==> src/rtl/uart_pkg.sv <==
// Shared UART definitions: receiver state encoding and default frame geometry
// used by uart_rx, uart_tx and baud_gen.
package uart_pkg;

  typedef enum logic [2:0] {
    IDLE,
    START,
    DATA,
    STOP,
    BREAK
  } uart_rx_state_t;

  localparam int UART_DATA_BITS  = 8;
  localparam int UART_OVERSAMPLE = 16;

endpackage : uart_pkg

==> src/rtl/sync_2ff.sv <==
// Multi-flop synchroniser for a single asynchronous bit. The reset value is a
// parameter so an idle-high serial line does not look like a start bit.
module sync_2ff #(
  parameter int   STAGES    = 2,
  parameter logic RESET_VAL = 1'b1
) (
  input  logic clk,
  input  logic reset,
  input  logic d,
  output logic q
);

  logic [STAGES-1:0] sync_chain;

  always_ff @(posedge clk or posedge reset) begin
    if (reset) begin
      sync_chain <= {STAGES{RESET_VAL}};
    end else begin
      sync_chain <= {sync_chain[STAGES-2:0], d};
    end
  end

  assign q = sync_chain[STAGES-1];

endmodule : sync_2ff

==> src/rtl/uart_rx.sv <==
// UART receiver: oversampled start detection, mid-bit data sampling, stop-bit
// check, and a valid/ready output holding one byte with overrun reporting.
module uart_rx
  import uart_pkg::*;
#(
  parameter int DATA_BITS   = UART_DATA_BITS,
  parameter int OVERSAMPLE  = UART_OVERSAMPLE,
  parameter int SYNC_STAGES = 2
) (
  input  logic                 clk,
  input  logic                 reset,
  input  logic                 tick_16x,
  input  logic                 rx,
  output logic [DATA_BITS-1:0] data_out,
  output logic                 valid,
  input  logic                 ready,
  output logic                 framing_err,
  output logic                 overrun
);

  localparam int CW = $clog2(OVERSAMPLE);
  localparam int BW = $clog2(DATA_BITS + 1);

  localparam logic [CW-1:0] CNT_MID  = CW'(OVERSAMPLE / 2 - 1);
  localparam logic [CW-1:0] CNT_END  = CW'(OVERSAMPLE - 1);
  localparam logic [BW-1:0] BIT_LAST = BW'(DATA_BITS - 1);

  logic                 rx_s;
  uart_rx_state_t       state;
  logic [CW-1:0]        cnt;
  logic [BW-1:0]        bitidx;
  logic [DATA_BITS-1:0] shreg;
  logic                 deliver;

  sync_2ff #(
    .STAGES   (SYNC_STAGES),
    .RESET_VAL(1'b1)
  ) u_rx_sync (
    .clk  (clk),
    .reset(reset),
    .d    (rx),
    .q    (rx_s)
  );

  always_ff @(posedge clk or posedge reset) begin
    if (reset) begin
      state       <= IDLE;
      cnt         <= '0;
      bitidx      <= '0;
      shreg       <= '0;
      deliver     <= 1'b0;
      data_out    <= '0;
      valid       <= 1'b0;
      framing_err <= 1'b0;
      overrun     <= 1'b0;
    end else begin
      framing_err <= 1'b0;
      overrun     <= 1'b0;
      deliver     <= 1'b0;

      // A completed byte is loaded one clock after its stop bit; a held,
      // unaccepted byte wins and the new one is dropped.
      if (deliver) begin
        if (valid && !ready) begin
          overrun <= 1'b1;
        end else begin
          data_out <= shreg;
          valid    <= 1'b1;
        end
      end else if (valid && ready) begin
        valid <= 1'b0;
      end

      if (tick_16x) begin
        case (state)
          IDLE: begin
            if (!rx_s) begin
              state <= START;
              cnt   <= '0;
            end
          end

          START: begin
            if (cnt == CNT_MID) begin
              cnt <= '0;
              if (!rx_s) begin
                state  <= DATA;
                bitidx <= '0;
              end else begin
                state <= IDLE;
              end
            end else begin
              cnt <= cnt + 1'b1;
            end
          end

          DATA: begin
            if (cnt == CNT_END) begin
              cnt   <= '0;
              shreg <= {rx_s, shreg[DATA_BITS-1:1]};
              if (bitidx == BIT_LAST) begin
                bitidx <= '0;
                state  <= STOP;
              end else begin
                bitidx <= bitidx + 1'b1;
              end
            end else begin
              cnt <= cnt + 1'b1;
            end
          end

          STOP: begin
            if (cnt == CNT_END) begin
              cnt <= '0;
              if (rx_s) begin
                deliver <= 1'b1;
                state   <= IDLE;
              end else begin
                framing_err <= 1'b1;
                state       <= BREAK;
              end
            end else begin
              cnt <= cnt + 1'b1;
            end
          end

          BREAK: begin
            // Wait for the line to return high so a held-low line cannot
            // masquerade as a stream of start bits.
            if (rx_s) begin
              state <= IDLE;
            end
          end

          default: begin
            state <= IDLE;
            cnt   <= '0;
          end
        endcase
      end
    end
  end

endmodule : uart_rx

==> config.mk <==
export PLATFORM = sky130hd
export DESIGN_NAME = uart_rx
export DESIGN_NICKNAME = d
export VERILOG_FILES = /design/src/rtl/uart_pkg.sv /design/src/rtl/sync_2ff.sv /design/src/rtl/uart_rx.sv
export SDC_FILE = /design/constraint.sdc
export NUM_CORES = 1
export LEC_CHECK = 0
export CAP_MARGIN = 20
export CORE_MARGIN = 2
export CORE_UTILIZATION = 30
export DETAILED_ROUTE_END_ITERATION = 16
export SYNTH_ARGS = -nofsm -noshare
export SYNTH_HDL_FRONTEND = slang
export SYNTH_HIERARCHICAL = 1
export SYNTH_SLANG_ARGS = --single-unit
==> constraint.sdc <==
create_clock -name clk -period 1.8 [get_ports clk]
set_input_delay 0.36 -clock clk [delete_from_list [all_inputs] [get_ports clk]]
set_output_delay 0.36 -clock clk [all_outputs]
set_load 0.01 [all_outputs]
After elaboration in Yosys (flattened, before gate mapping)
Index checks and enable logic that the tools add are counted.
- add/sub/neg operators: 2
- equality and inequality tests: 15
- muxes and demuxes: 30
- bitwise operators: 2
- reduce and logical (&&, ||, !) cells: 13
- operators with widths (kind ; count):
    4-bit two-way mux ; 6
    3-bit two-way mux ; 7
    4-bit case mux with 4 select lines ; 1
    3-bit case mux with 5 select lines ; 1
    2-bit != test, second input constant ; 7
    1-bit two-way mux ; 13
    4-bit by 1-bit adder with 4-bit output, second input constant ; 2
    4-bit by 3-bit equality test with 1-bit output, second input constant ; 2
    4-bit case mux with 2 select lines ; 1
    7-bit AND reduction ; 1
    3-bit by 2-bit equality test with 1-bit output, second input constant ; 2
    3-bit AND reduction ; 2
    5-bit AND reduction ; 1
    4-bit equality test, second input constant ; 1
    2-bit AND reduction ; 2
    2-bit nonzero test ; 2
    3-bit by 1-bit equality test with 1-bit output, second input constant ; 1
    3-bit equality test, second input constant ; 1
    3-bit logical NOT ; 1
    1-bit logical AND ; 2
    2-bit two-way mux ; 1
    2-bit by 1-bit != test with 1-bit output, second input constant ; 1
    1-bit NOT ; 2
    2-bit OR reduction ; 1
    1-bit logical NOT ; 1
- register bits after elaboration: 33
- input bits: 5
- output and inout bits: 11

Depth between registers and ports, before layout
- depth after elaboration: 4
- gate-level depth with buffers: 5

By module
The synthesis kept the hierarchy.
- modules (own cells, without submodules) (module ; instances ; cells each ; area each (um2) ; seq. area each (um2)):
    uart_rx ; 1 ; 120 ; 1416.4 ; 775.7
    sync_2ff ; 1 ; 3 ; 56.3 ; 52.6

Worst setup path after synthesis
No wires, ideal clock.
- path type: register -> register
- from: register state[2]
- to: register bitidx[3]
- data arrival time: 1.608 ns
- required time: 1.705 ns
- setup slack: 0.096 ns
- cell stages (with the launch flop): 6
- cell sequence: dfrtp_1 -> or3b_1 -> buf_2 -> o21bai_4 -> or3b_1 -> o31ai_1
- longest elaborated chain between the ends: 3
- RTL lines (item ; line ; text):
    start, declared ; uart_rx.sv:29 ; uart_rx_state_t state;
    start signal, assigned ; uart_rx.sv:47 ; state <= IDLE;
    start signal, assigned ; uart_rx.sv:78 ; state <= START;
    start signal, assigned ; uart_rx.sv:87 ; state <= DATA;
    3-bit by 1-bit equality test with 1-bit output / 3-bit by 2-bit equality test with 1-bit output (equally long branches) ; uart_rx.sv:75 ; case (state)
    2-bit != test (no source line) / 2-bit nonzero test (equally long branches) ; -- ;
    5-bit AND reduction (no source line) ; -- ;
    end signal, assigned ; uart_rx.sv:105 ; bitidx <= bitidx + 1'b1;
    end, declared ; uart_rx.sv:31 ; logic [BW-1:0] bitidx;
Parallel ways exist; a longest one is shown, timed or not.
A chain may end at the register's enable or synchronous reset.

Final worst setup path
Ends and elaborated chain as after synthesis.

==> report_table.html <==
<table>
<tr><th>Metric</th><th>Value</th></tr>
<tr><th colspan="2">Global routing</th></tr>
<tr><td>Maximum number of pins on one net before global-route repair</td><td>32</td></tr>
<tr><td>Wire length of the first global-routing pass</td><td>4.588 mm</td></tr>
<tr><td>Via count of the first global-routing pass</td><td>roughly 1000</td></tr>
<tr><td>Grt total ovfl</td><td>0</td></tr>
<tr><td>Initial antenna violation count</td><td>0</td></tr>
<tr><td>GRT Util Overall</td><td>11.29%</td></tr>
<tr><th colspan="2">Critical path</th></tr>
<tr><td>Setup CP Type</td><td>register to register</td></tr>
<tr><td>Stage delay of the slowest cell on the critical path</td><td>440 ps</td></tr>
<tr><td>Cells along the critical path</td><td>or3b_4, o21bai_4, or3b_1, o31ai_1</td></tr>
<tr><td>Category of the worst setup path capture point</td><td>register</td></tr>
<tr><td>Required time of the critical path</td><td>about 2000 ps</td></tr>
<tr><td>CP Max Fanout</td><td>6</td></tr>
<tr><td>Crit path buffers/inverters</td><td>0</td></tr>
<tr><td>Critical Path Slowest Stage Cell</td><td>or3b_4</td></tr>
<tr><td>Data arrival at the endpoint of the critical path</td><td>approximately 1900 ps</td></tr>
<tr><td>Family of cells with the greatest summed delay on the critical path</td><td>simple AND/OR/NAND/NOR gates</td></tr>
<tr><td>Startpoint types</td><td>register</td></tr>
<tr><th colspan="2">Synth</th></tr>
<tr><td>Number of synthesized register bits</td><td>33</td></tr>
<tr><td>Mean Syn Cell Area</td><td>roughly 12 sq um</td></tr>
<tr><td>Most used DFF post-synth</td><td>dfrtp_1</td></tr>
<tr><td>Fraction of the yosys area taken by sequential cells</td><td>between 50% and 60%</td></tr>
<tr><td>Share of flip-flops with an asynchronous set or reset after synthesis</td><td>100.0%</td></tr>
<tr><td>Synth warn</td><td>6</td></tr>
<tr><td>Cells after Synth</td><td>roughly 120</td></tr>
<tr><td>Unique cell type count in the Yosys netlist</td><td>34</td></tr>
<tr><td>Main area contributors after synthesis</td><td>dfrtp_1, mux2_2, dfstp_2</td></tr>
<tr><td>Synth top area share</td><td>between 50% and 60%</td></tr>
<tr><td>Post-synth EDFFs</td><td>0</td></tr>
<tr><td>Net count of the mapped netlist</td><td>130</td></tr>
<tr><td>Largest area contributor in the synthesized netlist</td><td>dfrtp_1</td></tr>
<tr><td>Netlist Area Pre-Place</td><td>0.001473 sq mm</td></tr>
<tr><th colspan="2">Layout</th></tr>
<tr><td>Post-layout instance count excluding filler cells</td><td>216</td></tr>
<tr><td>Area of the multi-input gates</td><td>606.8 sq um</td></tr>
<tr><td>Layout cell share with drive strength beyond 1</td><td>roughly 28%</td></tr>
<tr><td>Flip-flop and latch area</td><td>828.3 sq um</td></tr>
<tr><td>Growth of design area from synthesis to finish</td><td>27.44%</td></tr>
<tr><td># diodes</td><td>0</td></tr>
<tr><td>Most used cells in the layout excluding fill and tap cells</td><td>dfrtp_1, mux2_2, clkdlybuf4s50_1</td></tr>
<tr><td>Count of nets after finishing</td><td>155</td></tr>
<tr><td>Commonest non-fill, non-tap cell in the layout</td><td>dfrtp_1</td></tr>
<tr><td>Number of fill cells in the layout</td><td>around 470</td></tr>
<tr><td>Final core area utilization</td><td>between 30% and 40%</td></tr>
<tr><th colspan="2">STA</th></tr>
<tr><td>Peak clock frequency supported by timing</td><td>about 600 MHz</td></tr>
<tr><td>Endpoints failing hold</td><td>0</td></tr>
<tr><td>Max-Slew Margin vs Limit</td><td>73.49%</td></tr>
<tr><td>Worst path setup slack after routing</td><td>between 100 and 150 ps</td></tr>
<tr><td>Pin slew with the least headroom to its limit</td><td>395.3 ps</td></tr>
<tr><td>Final cycle utilization of the critical path</td><td>93.46%</td></tr>
<tr><td>Unrepaired setup endpoints after global routing</td><td>no</td></tr>
<tr><td>Worst Skew</td><td>4.474 ps</td></tr>
<tr><td>Setup violations, final</td><td>0</td></tr>
<tr><td>Minimum clock period after layout</td><td>1682 ps</td></tr>
<tr><td>Total negative slack</td><td>0 ps</td></tr>
<tr><td>Max-slew violations</td><td>0</td></tr>
<tr><th colspan="2">Clocking</th></tr>
<tr><td>Clock sinks</td><td>33</td></tr>
<tr><td>Clock latency reported for the late side of the worst-skew pair</td><td>roughly 280 ps</td></tr>
<tr><td>Number of buffers inserted by post-CTS setup repair</td><td>0</td></tr>
<tr><td>Clock transition at path regs</td><td>70 ps</td></tr>
<tr><td>Maximum number of buffers from clock root to sink</td><td>2</td></tr>
<tr><td>Number of levels the H-tree was split into</td><td>2</td></tr>
<tr><td>Post-CTS Hold Buffers</td><td>0</td></tr>
<tr><td>Root cell of the clock tree</td><td>clkbuf_8</td></tr>
<tr><td>Number of buffers added by the clock tree synthesis step</td><td>5</td></tr>
<tr><td>TritonCTS clock tree</td><td>built</td></tr>
<tr><th colspan="2">Power</th></tr>
<tr><td>Proportion of power drawn by the clock network</td><td>31.7%</td></tr>
<tr><td>Proportion of power drawn by combinational gates</td><td>approximately 27%</td></tr>
<tr><td>Leakage component of the power</td><td>0.8673 nW</td></tr>
<tr><td>IR Drop Worst-Case VDD</td><td>around 470 uV</td></tr>
<tr><td>Sw frac</td><td>28.94%</td></tr>
<tr><td>Power density over cell area</td><td>1191 mW/mm^2</td></tr>
<tr><td>Sequential Power Share</td><td>41.2%</td></tr>
<tr><td>Net Sw Power</td><td>0.6471 mW</td></tr>
<tr><td>Internal power</td><td>1.589 mW</td></tr>
<tr><th colspan="2">Route</th></tr>
<tr><td>Vias post-DR</td><td>approximately 980</td></tr>
<tr><td>DRT Pass-1 Iters</td><td>4</td></tr>
<tr><td>DRC Markers</td><td>0</td></tr>
<tr><td>Number of DRC markers after the initial detailed-route iteration</td><td>22</td></tr>
<tr><td>Overall routed net length</td><td>2.538 mm</td></tr>
<tr><td>Post-DRT Antenna Nets</td><td>0</td></tr>
<tr><td>DR vias/cell</td><td>4.546</td></tr>
<tr><td>WL per Instance</td><td>11.75 um</td></tr>
<tr><th colspan="2">Place</th></tr>
<tr><td>Number of placed cells counting well taps</td><td>208</td></tr>
<tr><td>Setup WS pre-CTS</td><td>around 15 ps</td></tr>
<tr><td>Number of buffers added on ports</td><td>15</td></tr>
<tr><td>HPWL reported at the end of detailed placement</td><td>1.867 mm</td></tr>
<tr><td>Placer's final routability congestion estimate</td><td>0.8260</td></tr>
<tr><th colspan="2">Floorplan</th></tr>
<tr><td>Die height</td><td>74.07 um</td></tr>
<tr><td>Die ar.</td><td>0.005486 sq mm</td></tr>
<tr><td>Cell row count</td><td>25</td></tr>
<tr><td>Boundary pin count</td><td>16</td></tr>
<tr><td>Initial Utilization</td><td>31.18%</td></tr>
<tr><td>Die Width</td><td>74.07 um</td></tr>
<tr><td>Placeable core area</td><td>0.004723 sq mm</td></tr>
<tr><th colspan="2">Flow run</th></tr>
<tr><td>Maximum capacitance violations</td><td>0</td></tr>
<tr><th colspan="2">Outcome</th></tr>
<tr><td>Result of the run</td><td>completed</td></tr>
<tr><th colspan="2">Worst hold path</th></tr>
<tr><td>Path type of the worst min-delay path</td><td>register to register</td></tr>
</table>
## cells by family after synthesis
group                      Yosys count  synth area share (%)
buffers and inverters               11                 3.058
adders and majority gates            2                 1.699
and+or+nand+nor                     35                 13.00
AOI/OAI and AO/OA                   22                 11.30
xor gates and xnor gates             3                 1.785
DFF                                 33                 56.24
muxes                               17                 12.91
## repair_timing
item / CTS / global route
endpoints found under the hold margin: 0 / 0
setup endpoints to repair: 0 / 3
resized for setup: 0 / 3
## per-layer routing
| layer | GRT usage [%] | wire length (um) |
|---|---|---|
| met5 | 0 | 0 |
| met4 | 5.455 | 57 |
| met3 | 4.472 | 97 |
| met2 | 18.55 | 1298 |
| met1 | 12.84 | 1085 |
## per-stage QoR
step                      cell area [sq um]  total power, mW  hold WS (ps)
final                                  1877            2.236         360.5
after global routing                   1877            2.387         372.4
after CTS                              1869            2.255         362.3
after detailed placement               1753            1.522         350.7
after global placement                 1753            1.489         346.8
after floorplan                        1473            1.385         271.5
## worst paths after layout
| path | endpoint | cells past startpoint | start | slack (ps) |
|---|---|---|---|---|
| setup / recovery | bitidx[3] | 4 | state[2] | 120 |
| hold / removal | u_rx_sync/sync_chain[1] | 0 | u_rx_sync/sync_chain[0] | 360 |
| setup reg to reg | bitidx[3] | 4 | state[2] | 120 |
| hold reg to reg | u_rx_sync/sync_chain[1] | 0 | u_rx_sync/sync_chain[0] | 360 |
| max in group asynchronous | state[1] | 3 | reset | 1050 |
| min in group asynchronous | u_rx_sync/sync_chain[0] | 2 | reset | 420 |
## cell usage after synthesis (all sizes together) (2+ instances only)
cell / n
dfrtp: 31
nand3: 4
nand2b: 3
xor2: 2
nor2: 5
dfstp: 2
nor3: 3
inv: 7
or3b: 2
buf: 3
and2b: 2
nand2: 10
o21ai: 9
mux2: 16
o31ai: 5
ha: 2
## state kept, by name, indices dropped and copies added, names as in the netlist
| name | flops |
|---|---|
| u_rx_sync/sync_chain | 2 |
| framing_err | 1 |
| cnt | 4 |
| data_out | 8 |
| deliver | 1 |
| state | 3 |
| valid | 1 |
| bitidx | 4 |
| overrun | 1 |
| shreg | 8 |
## final cells by class
class	instances	share of cell area (%)
Clock buffer	7	4.600
Clock inverter	1	1.600
Inverter	7	1.400
Multi-Input combinational cell	79	32.33
Sequential cell	33	44.13
Tap cell	67	4.467
Timing Repair Buffer	22	11.47
## power groups by stage
stage / combinational (mW) / clock (mW) / sequential (mW)
floorplan: 0.488 / 0 / 0.897
CTS: 0.594 / 0.743 / 0.919
finish: 0.606 / 0.710 / 0.920
detailed placement: 0.589 / 0 / 0.933
global placement: 0.562 / 0 / 0.927
global route: 0.688 / 0.765 / 0.934
Power figures use the tool's default switching activity.
